**src/rtl/pll_reset_sequencer_if.sv**
```systemverilog
// Control and status bundle between the PLL reset sequencer and the clock subsystem.
// The master side is the sequencer; the slave side is whoever pulses restart and watches status.
interface pll_reset_sequencer_if;
    logic       restart_req;
    logic       clk_heartbeat;
    logic       pll_reset;
    logic       rst0_out;
    logic       rst1_out;
    logic       ready;
    logic       fault;
    logic [1:0] retry_cnt;

    modport master (
        input  restart_req,
        input  clk_heartbeat,
        output pll_reset,
        output rst0_out,
        output rst1_out,
        output ready,
        output fault,
        output retry_cnt
    );

    modport slave (
        output restart_req,
        output clk_heartbeat,
        input  pll_reset,
        input  rst0_out,
        input  rst1_out,
        input  ready,
        input  fault,
        input  retry_cnt
    );
endinterface

```
**src/rtl/pll_reset_sequencer.sv**
```systemverilog
// Brings up the system PLL from refclk: hold, settle, heartbeat check, staged domain reset
// release, then heartbeat watchdog with bounded retries before latching a fault.
//
//   state     | meaning
//   ----------+-----------------------------------------------------------
//   ST_HOLD   | pll_reset held high for HOLD_CYCLES
//   ST_SETTLE | PLL released, VCO settling, heartbeat ignored
//   ST_CHECK  | count HB_EDGES heartbeat edges within WDOG_CYCLES
//   ST_REL0   | clk0 domain released, clk1 held for RELEASE_GAP
//   ST_RUN    | both domains released, heartbeat watchdog armed
//   ST_FAULT  | retries exhausted, everything held in reset
module pll_reset_sequencer #(
    parameter int HOLD_CYCLES   = 64,
    parameter int SETTLE_CYCLES = 5000,
    parameter int HB_EDGES      = 4,
    parameter int WDOG_CYCLES   = 256,
    parameter int RELEASE_GAP   = 16,
    parameter int MAX_RETRY     = 3,
    parameter int CNT_W         = 16
) (
    input  logic                  refclk,
    input  logic                  reset,
    pll_reset_sequencer_if.master seq
);

    localparam int EDGE_W = $clog2(HB_EDGES + 1);

    localparam logic [CNT_W-1:0]  HOLD_LAST   = CNT_W'(HOLD_CYCLES - 1);
    localparam logic [CNT_W-1:0]  SETTLE_LAST = CNT_W'(SETTLE_CYCLES - 1);
    localparam logic [CNT_W-1:0]  WDOG_LAST   = CNT_W'(WDOG_CYCLES - 1);
    localparam logic [CNT_W-1:0]  GAP_LAST    = CNT_W'(RELEASE_GAP - 1);
    localparam logic [EDGE_W-1:0] EDGE_TARGET = EDGE_W'(HB_EDGES);
    localparam logic [1:0]        RETRY_LIMIT = 2'((MAX_RETRY > 3) ? 3 : MAX_RETRY);

    typedef enum logic [2:0] {
        ST_HOLD,
        ST_SETTLE,
        ST_CHECK,
        ST_REL0,
        ST_RUN,
        ST_FAULT
    } state_t;

    state_t            state_q, state_d;
    logic [CNT_W-1:0]  cnt_q, cnt_d;
    logic [EDGE_W-1:0] edge_cnt_q, edge_cnt_d;
    logic [1:0]        retry_q, retry_d;

    logic              hb_s1_q, hb_s2_q, hb_s3_q;

    logic              pll_reset_q, pll_reset_d;
    logic              rst0_q, rst0_d;
    logic              rst1_q, rst1_d;
    logic              ready_q, ready_d;
    logic              fault_q, fault_d;

    logic              hb_edge;
    logic [EDGE_W-1:0] edges_seen;
    logic              fail;

    assign hb_edge    = hb_s2_q ^ hb_s3_q;
    assign edges_seen = edge_cnt_q + EDGE_W'(hb_edge);

    always_comb begin
        state_d    = state_q;
        cnt_d      = cnt_q + CNT_W'(1);
        edge_cnt_d = '0;
        retry_d    = retry_q;
        fail       = 1'b0;

        unique case (state_q)
            ST_HOLD: begin
                if (cnt_q == HOLD_LAST) begin
                    state_d = ST_SETTLE;
                end
            end
            ST_SETTLE: begin
                if (cnt_q == SETTLE_LAST) begin
                    state_d = ST_CHECK;
                end
            end
            ST_CHECK: begin
                // an edge landing on the last window cycle still counts
                if (edges_seen == EDGE_TARGET) begin
                    state_d = ST_REL0;
                end else if (cnt_q == WDOG_LAST) begin
                    fail = 1'b1;
                end else begin
                    edge_cnt_d = edges_seen;
                end
            end
            ST_REL0: begin
                if (cnt_q == GAP_LAST) begin
                    state_d = ST_RUN;
                end
            end
            ST_RUN: begin
                if (hb_edge) begin
                    cnt_d = '0;
                end else if (cnt_q == WDOG_LAST) begin
                    fail = 1'b1;
                end
            end
            ST_FAULT: begin
                cnt_d = '0;
            end
            default: begin
                state_d = ST_HOLD;
            end
        endcase

        if (fail) begin
            if (retry_q == RETRY_LIMIT) begin
                state_d = ST_FAULT;
            end else begin
                state_d = ST_HOLD;
                if (retry_q != 2'd3) begin
                    retry_d = retry_q + 2'd1;
                end
            end
        end

        // restart overrides any same-cycle completion or failure
        if (seq.restart_req) begin
            state_d = ST_HOLD;
            retry_d = '0;
        end

        if ((state_d != state_q) || seq.restart_req) begin
            cnt_d      = '0;
            edge_cnt_d = '0;
        end

        pll_reset_d = (state_d == ST_HOLD) || (state_d == ST_FAULT);
        rst0_d      = (state_d != ST_REL0) && (state_d != ST_RUN);
        rst1_d      = (state_d != ST_RUN);
        ready_d     = (state_d == ST_RUN);
        fault_d     = (state_d == ST_FAULT);
    end

    always_ff @(posedge refclk) begin
        if (reset) begin
            state_q     <= ST_HOLD;
            cnt_q       <= '0;
            edge_cnt_q  <= '0;
            retry_q     <= '0;
            hb_s1_q     <= 1'b0;
            hb_s2_q     <= 1'b0;
            hb_s3_q     <= 1'b0;
            pll_reset_q <= 1'b1;
            rst0_q      <= 1'b1;
            rst1_q      <= 1'b1;
            ready_q     <= 1'b0;
            fault_q     <= 1'b0;
        end else begin
            state_q     <= state_d;
            cnt_q       <= cnt_d;
            edge_cnt_q  <= edge_cnt_d;
            retry_q     <= retry_d;
            hb_s1_q     <= seq.clk_heartbeat;
            hb_s2_q     <= hb_s1_q;
            hb_s3_q     <= hb_s2_q;
            pll_reset_q <= pll_reset_d;
            rst0_q      <= rst0_d;
            rst1_q      <= rst1_d;
            ready_q     <= ready_d;
            fault_q     <= fault_d;
        end
    end

    assign seq.pll_reset = pll_reset_q;
    assign seq.rst0_out  = rst0_q;
    assign seq.rst1_out  = rst1_q;
    assign seq.ready     = ready_q;
    assign seq.fault     = fault_q;
    assign seq.retry_cnt = retry_q;

endmodule
```
**src/flat_wrapper.sv**
```systemverilog
// flat-port wrapper written by rule: the top's interface ports become plain ports
module pll_reset_sequencer_flat 
#(
    parameter int HOLD_CYCLES   = 64,
    parameter int SETTLE_CYCLES = 5000,
    parameter int HB_EDGES      = 4,
    parameter int WDOG_CYCLES   = 256,
    parameter int RELEASE_GAP   = 16,
    parameter int MAX_RETRY     = 3,
    parameter int CNT_W         = 16
)
  (refclk, reset, seq_restart_req, seq_clk_heartbeat, seq_pll_reset, seq_rst0_out, seq_rst1_out, seq_ready, seq_fault, seq_retry_cnt);
  pll_reset_sequencer_if seq_i ();
  input  logic refclk;
  input  logic reset;
  input wire logic [$bits(seq_i.restart_req)-1:0] seq_restart_req;
  input wire logic [$bits(seq_i.clk_heartbeat)-1:0] seq_clk_heartbeat;
  output wire logic [$bits(seq_i.pll_reset)-1:0] seq_pll_reset;
  output wire logic [$bits(seq_i.rst0_out)-1:0] seq_rst0_out;
  output wire logic [$bits(seq_i.rst1_out)-1:0] seq_rst1_out;
  output wire logic [$bits(seq_i.ready)-1:0] seq_ready;
  output wire logic [$bits(seq_i.fault)-1:0] seq_fault;
  output wire logic [$bits(seq_i.retry_cnt)-1:0] seq_retry_cnt;
  assign seq_i.restart_req = seq_restart_req;
  assign seq_i.clk_heartbeat = seq_clk_heartbeat;
  assign seq_pll_reset = seq_i.pll_reset;
  assign seq_rst0_out = seq_i.rst0_out;
  assign seq_rst1_out = seq_i.rst1_out;
  assign seq_ready = seq_i.ready;
  assign seq_fault = seq_i.fault;
  assign seq_retry_cnt = seq_i.retry_cnt;
  pll_reset_sequencer #(.HOLD_CYCLES(HOLD_CYCLES), .SETTLE_CYCLES(SETTLE_CYCLES), .HB_EDGES(HB_EDGES), .WDOG_CYCLES(WDOG_CYCLES), .RELEASE_GAP(RELEASE_GAP), .MAX_RETRY(MAX_RETRY), .CNT_W(CNT_W)) u_core (.refclk(refclk), .reset(reset), .seq(seq_i));
endmodule
```
**config.mk**
```make
export PLATFORM = sky130hd
export DESIGN_NAME = pll_reset_sequencer_flat
export DESIGN_NICKNAME = d
export VERILOG_FILES = /design/src/rtl/pll_reset_sequencer_if.sv /design/src/rtl/pll_reset_sequencer.sv /design/src/flat_wrapper.sv
export SDC_FILE = /design/constraint.sdc
export NUM_CORES = 1
export LEC_CHECK = 0
export ABC_AREA = 1
export CAP_MARGIN = 20
export CORE_MARGIN = 8
export CORE_UTILIZATION = 40
export CTS_CLUSTER_SIZE = 10
export DETAILED_ROUTE_END_ITERATION = 12
export HOLD_SLACK_MARGIN = 0.12
export MAX_ROUTING_LAYER = met4
export PLACE_DENSITY = 0.53
export SLEW_MARGIN = 25
export SYNTH_ARGS = -nofsm -noshare
export SYNTH_HDL_FRONTEND = slang
export SYNTH_SLANG_ARGS = --single-unit
export TNS_END_PERCENT = 50
```
**constraint.sdc**
```tcl
create_clock -name refclk -period 4.3 [get_ports refclk]
set_input_delay 0.86 -clock refclk [delete_from_list [all_inputs] [get_ports refclk]]
set_output_delay 0.86 -clock refclk [all_outputs]
set_load 0.005 [all_outputs]
```
==> out/results.ini <==
[worst_setup_path]
critical_path.max_stage_delay_ps = 310
arrival_ps = 2750
reg2regPathDepth = 17
cp_cell_sequence = inv_1, nand2_1, nand2_1, inv_1, ha_1, ha_1, nor2_1, nand3_1, nand2_1, nand2_2, nand3_2, nand3_4, nand2_2, nand2_2, nor2_4, nand3_4, nor2_1
r2r-start = u_core.hb_s2_q
critPathKind = flip-flop to flip-flop
worstReg2RegEnd = u_core.cnt_q[11]
slowest_stage = dfxtp_1
crit_path_end_kind = flip-flop
r2r_slack_ps = 1760
critPathLaunchType = flip-flop
required_ps = 4510
path_max_fanout = 15

[logic_synthesis]
synthCells = 238
ys_seq_elements = 32
synth_compound_area_share_pct = 2.49
yosysSeqAreaShare_pct = 35.5
synth_top_family_by_area = simple AND/OR/NAND/NOR gates
synth_area_um2 = 1810
synthXorXnorAreaFrac_pct = 3.88
yosys.area_share.simple_pct = 46.2
muxShareOfSynthArea_pct = 0
syn_area_per_cell_um2 = 7.59
synth-adder-area-share_pct = 2.77
syn-num-nets = 246
synth_cell_types = 25
synth_warnings = 0

[global_routing]
first_global_vias = 1328
grt_max_degree = 16
grt_pass1_wl_um = 5740
grt_antenna_before_repair = 0
grt_util_all_layers_pct = 10.3
overflow = 0

[cells_and_area]
drive_above_1_share_pct = 19.7
multi_input_area_um2 = 1000
fin_nets = 261
diodes = 0
fillCellCount = 449
final_area_um2 = 2070
area_growth_pct = 14.8
layout_commonest_cell = nor2_1
area.sequential_um2 = 641
final_cell_mix = nor2_1, nand2_1, inv_1

[route]
routed_via_density = 4.55
drt_wl_total_um = 3240
routedWlPerCell_um = 10.6
first_iter_violations = 91
drc = 0
antenna_left = 0
num_vias = 1391
first_pass_iters = 4

[clock_tree]
clk_pin_slew_ps = 70
clockBufferDepth = 2
cts-resized-gates = 0
htree_num_levels = 2
postCtsSetupBuffers = 0
cts_tree = done
postCtsHoldBufs = 0
clock_sinks = 32
cts-root-buf = clkbuf_8
clock_latency_ps = 290
cts_buffers = 5

[die]
pin_count = 11
num_rows = 24
fp.coreArea_um2 = 4350
start_util_pct = 41.5
die_width_um = 83.2
die_h_um = 83.2
die_area_um2 = 6920

[min_path]
min_to = u_core.hb_s2_q
holdPathStages = 2
min-delay-start = u_core.hb_s1_q
min_path_type = flip-flop to flip-flop

[placed_design]
dp_hpwl_um = 2600
port_buffers = 10
routabilityCongestion = 0.799
dpl_cell_area_um2 = 1950
post-place-ws_ps = 1720

[flow_run]
cap_viol_max_count = 0

[power_and_ir_drop]
power_mw = 0.633
ir_drop_mv = 0.147
power_leakage_nw = 0.838
power.density_nw_per_um2 = 305

[timing]
clock-skew-final_ps = 6.88
worstMarginPinSlew_ps = 388
slew_headroom_pct = 74.1
period_share_pct = 59.1
setup_viol_count_final = 0
drv_slew = 0
grt_setup_unrepaired = no
max_freq_mhz = 393
setup_ws_ps = 1760
fin_crit_ps = 2540
fin_tns_setup_ps = 0
hold_violations = 0

[run_status]
status = finished, final reports clean

## worst max-delay path by stage
stage / slack [ps] / startpoint / end / cells after the start
6_report: 1760 / u_core.hb_s2_q / u_core.cnt_q[11] / 17
5_1_grt: 1430 / u_core.hb_s2_q / u_core.cnt_q[11] / 17
4_1_cts: 1700 / u_core.hb_s2_q / u_core.cnt_q[10] / 17
3_5_place_dp: 1720 / u_core.hb_s2_q / u_core.cnt_q[10] / 17
3_3_place_gp: 1750 / seq_restart_req / u_core.cnt_q[10] / 8
2_1_floorplan: 2110 / u_core.hb_s2_q / u_core.cnt_q[2] / 19
## power by group
group | switching (mW) | internal, mW
combinational | 0.0131 | 0.00665
sequential | 0.00132 | 0.298
clock | 0.109 | 0.204
total | 0.124 | 0.509
## state kept, by name, indices dropped and copies added, names as in the netlist
signal	flops
u_core.cnt_q	16
u_core.edge_cnt_q	3
u_core.seq.rst1_out	1
u_core.hb_s3_q	1
u_core.seq.pll_reset	1
u_core.seq.rst0_out	1
u_core.seq.retry_cnt	2
u_core.hb_s2_q	1
u_core.hb_s1_q	1
u_core.seq.fault	1
u_core.seq.ready	1
u_core.state_q	3
## kinds of logic after synthesis
family	count (synthesis)
AOI/OAI and AO/OA	9
xor gates and xnor gates	8
adders and majority gates	4
buffers and inverters	40
DFF	32
and+or+nand+nor	145
## worst max-delay path: cells and delay by family, from the launching register on
kind	cells	cell delay, ps
simple gates	13	1580
buf+inv	2	100
flops	1	310
fa+ha+maj	2	460
## final cells by class
type / count / area share [%]
multi-input combinational: 166 / 48.2
sequential: 32 / 30.9
inverter: 38 / 6.88
timing repair buffer: 10 / 4.83
clock buffer: 7 / 4.64
tap: 52 / 3.14
clock inverter: 1 / 1.45
## synth_stat cells
library cell   n  share of area (%)
buf_12         1                1.1
o21ai_0        6                1.7
nand3_2        5                2.8
and3_1         1               0.35
inv_2          4               0.83
nand2_4        3                1.9
nor2_2         4                1.4
nand3_4        3                2.9
nor2_4        13                8.1
nor3_1         3               0.83
a21oi_1        3               0.83
nand2_1       39                8.1
ha_1           4                2.8
or2_2          1               0.35
xnor2_1        2               0.97
inv_1         34                7.1
nand3_1       17                4.7
nand2_2        7                2.4
dfxtp_1       32                 35
nand4_1        6                2.1
nand4_2        1               0.69
nor2_1        41                8.5
xor2_1         6                2.9
nor2_8         1                1.1
clkbuf_1       1               0.21
## routing by layer
| metal | share of wire (%) | global-route usage, % | wire length, um | vias to the layer above |
|---|---|---|---|---|
| li1 | - | - | - | 767 |
| met1 | 49 | 11.5 | 1600 | 604 |
| met2 | 46 | 15.8 | 1480 | 15 |
| met3 | 2.9 | 3.52 | 93 | 5 |
| met4 | 2.2 | 5.75 | 72 | 0 |
| met5 | 0 | - | 0 | - |
## stage by stage
step | utilization (%) | hold WS [ps] | instances
5_1_grt | 47.6 | 430 | 306
6_report | 47.6 | 409 | 306
3_3_place_gp | 44.7 | 406 | 298
4_1_cts | 47.6 | 417 | 306
2_1_floorplan | - | 388 | 238
3_5_place_dp | 44.7 | 407 | 298
No activity file was read; power rests on OpenSTA's default activity.
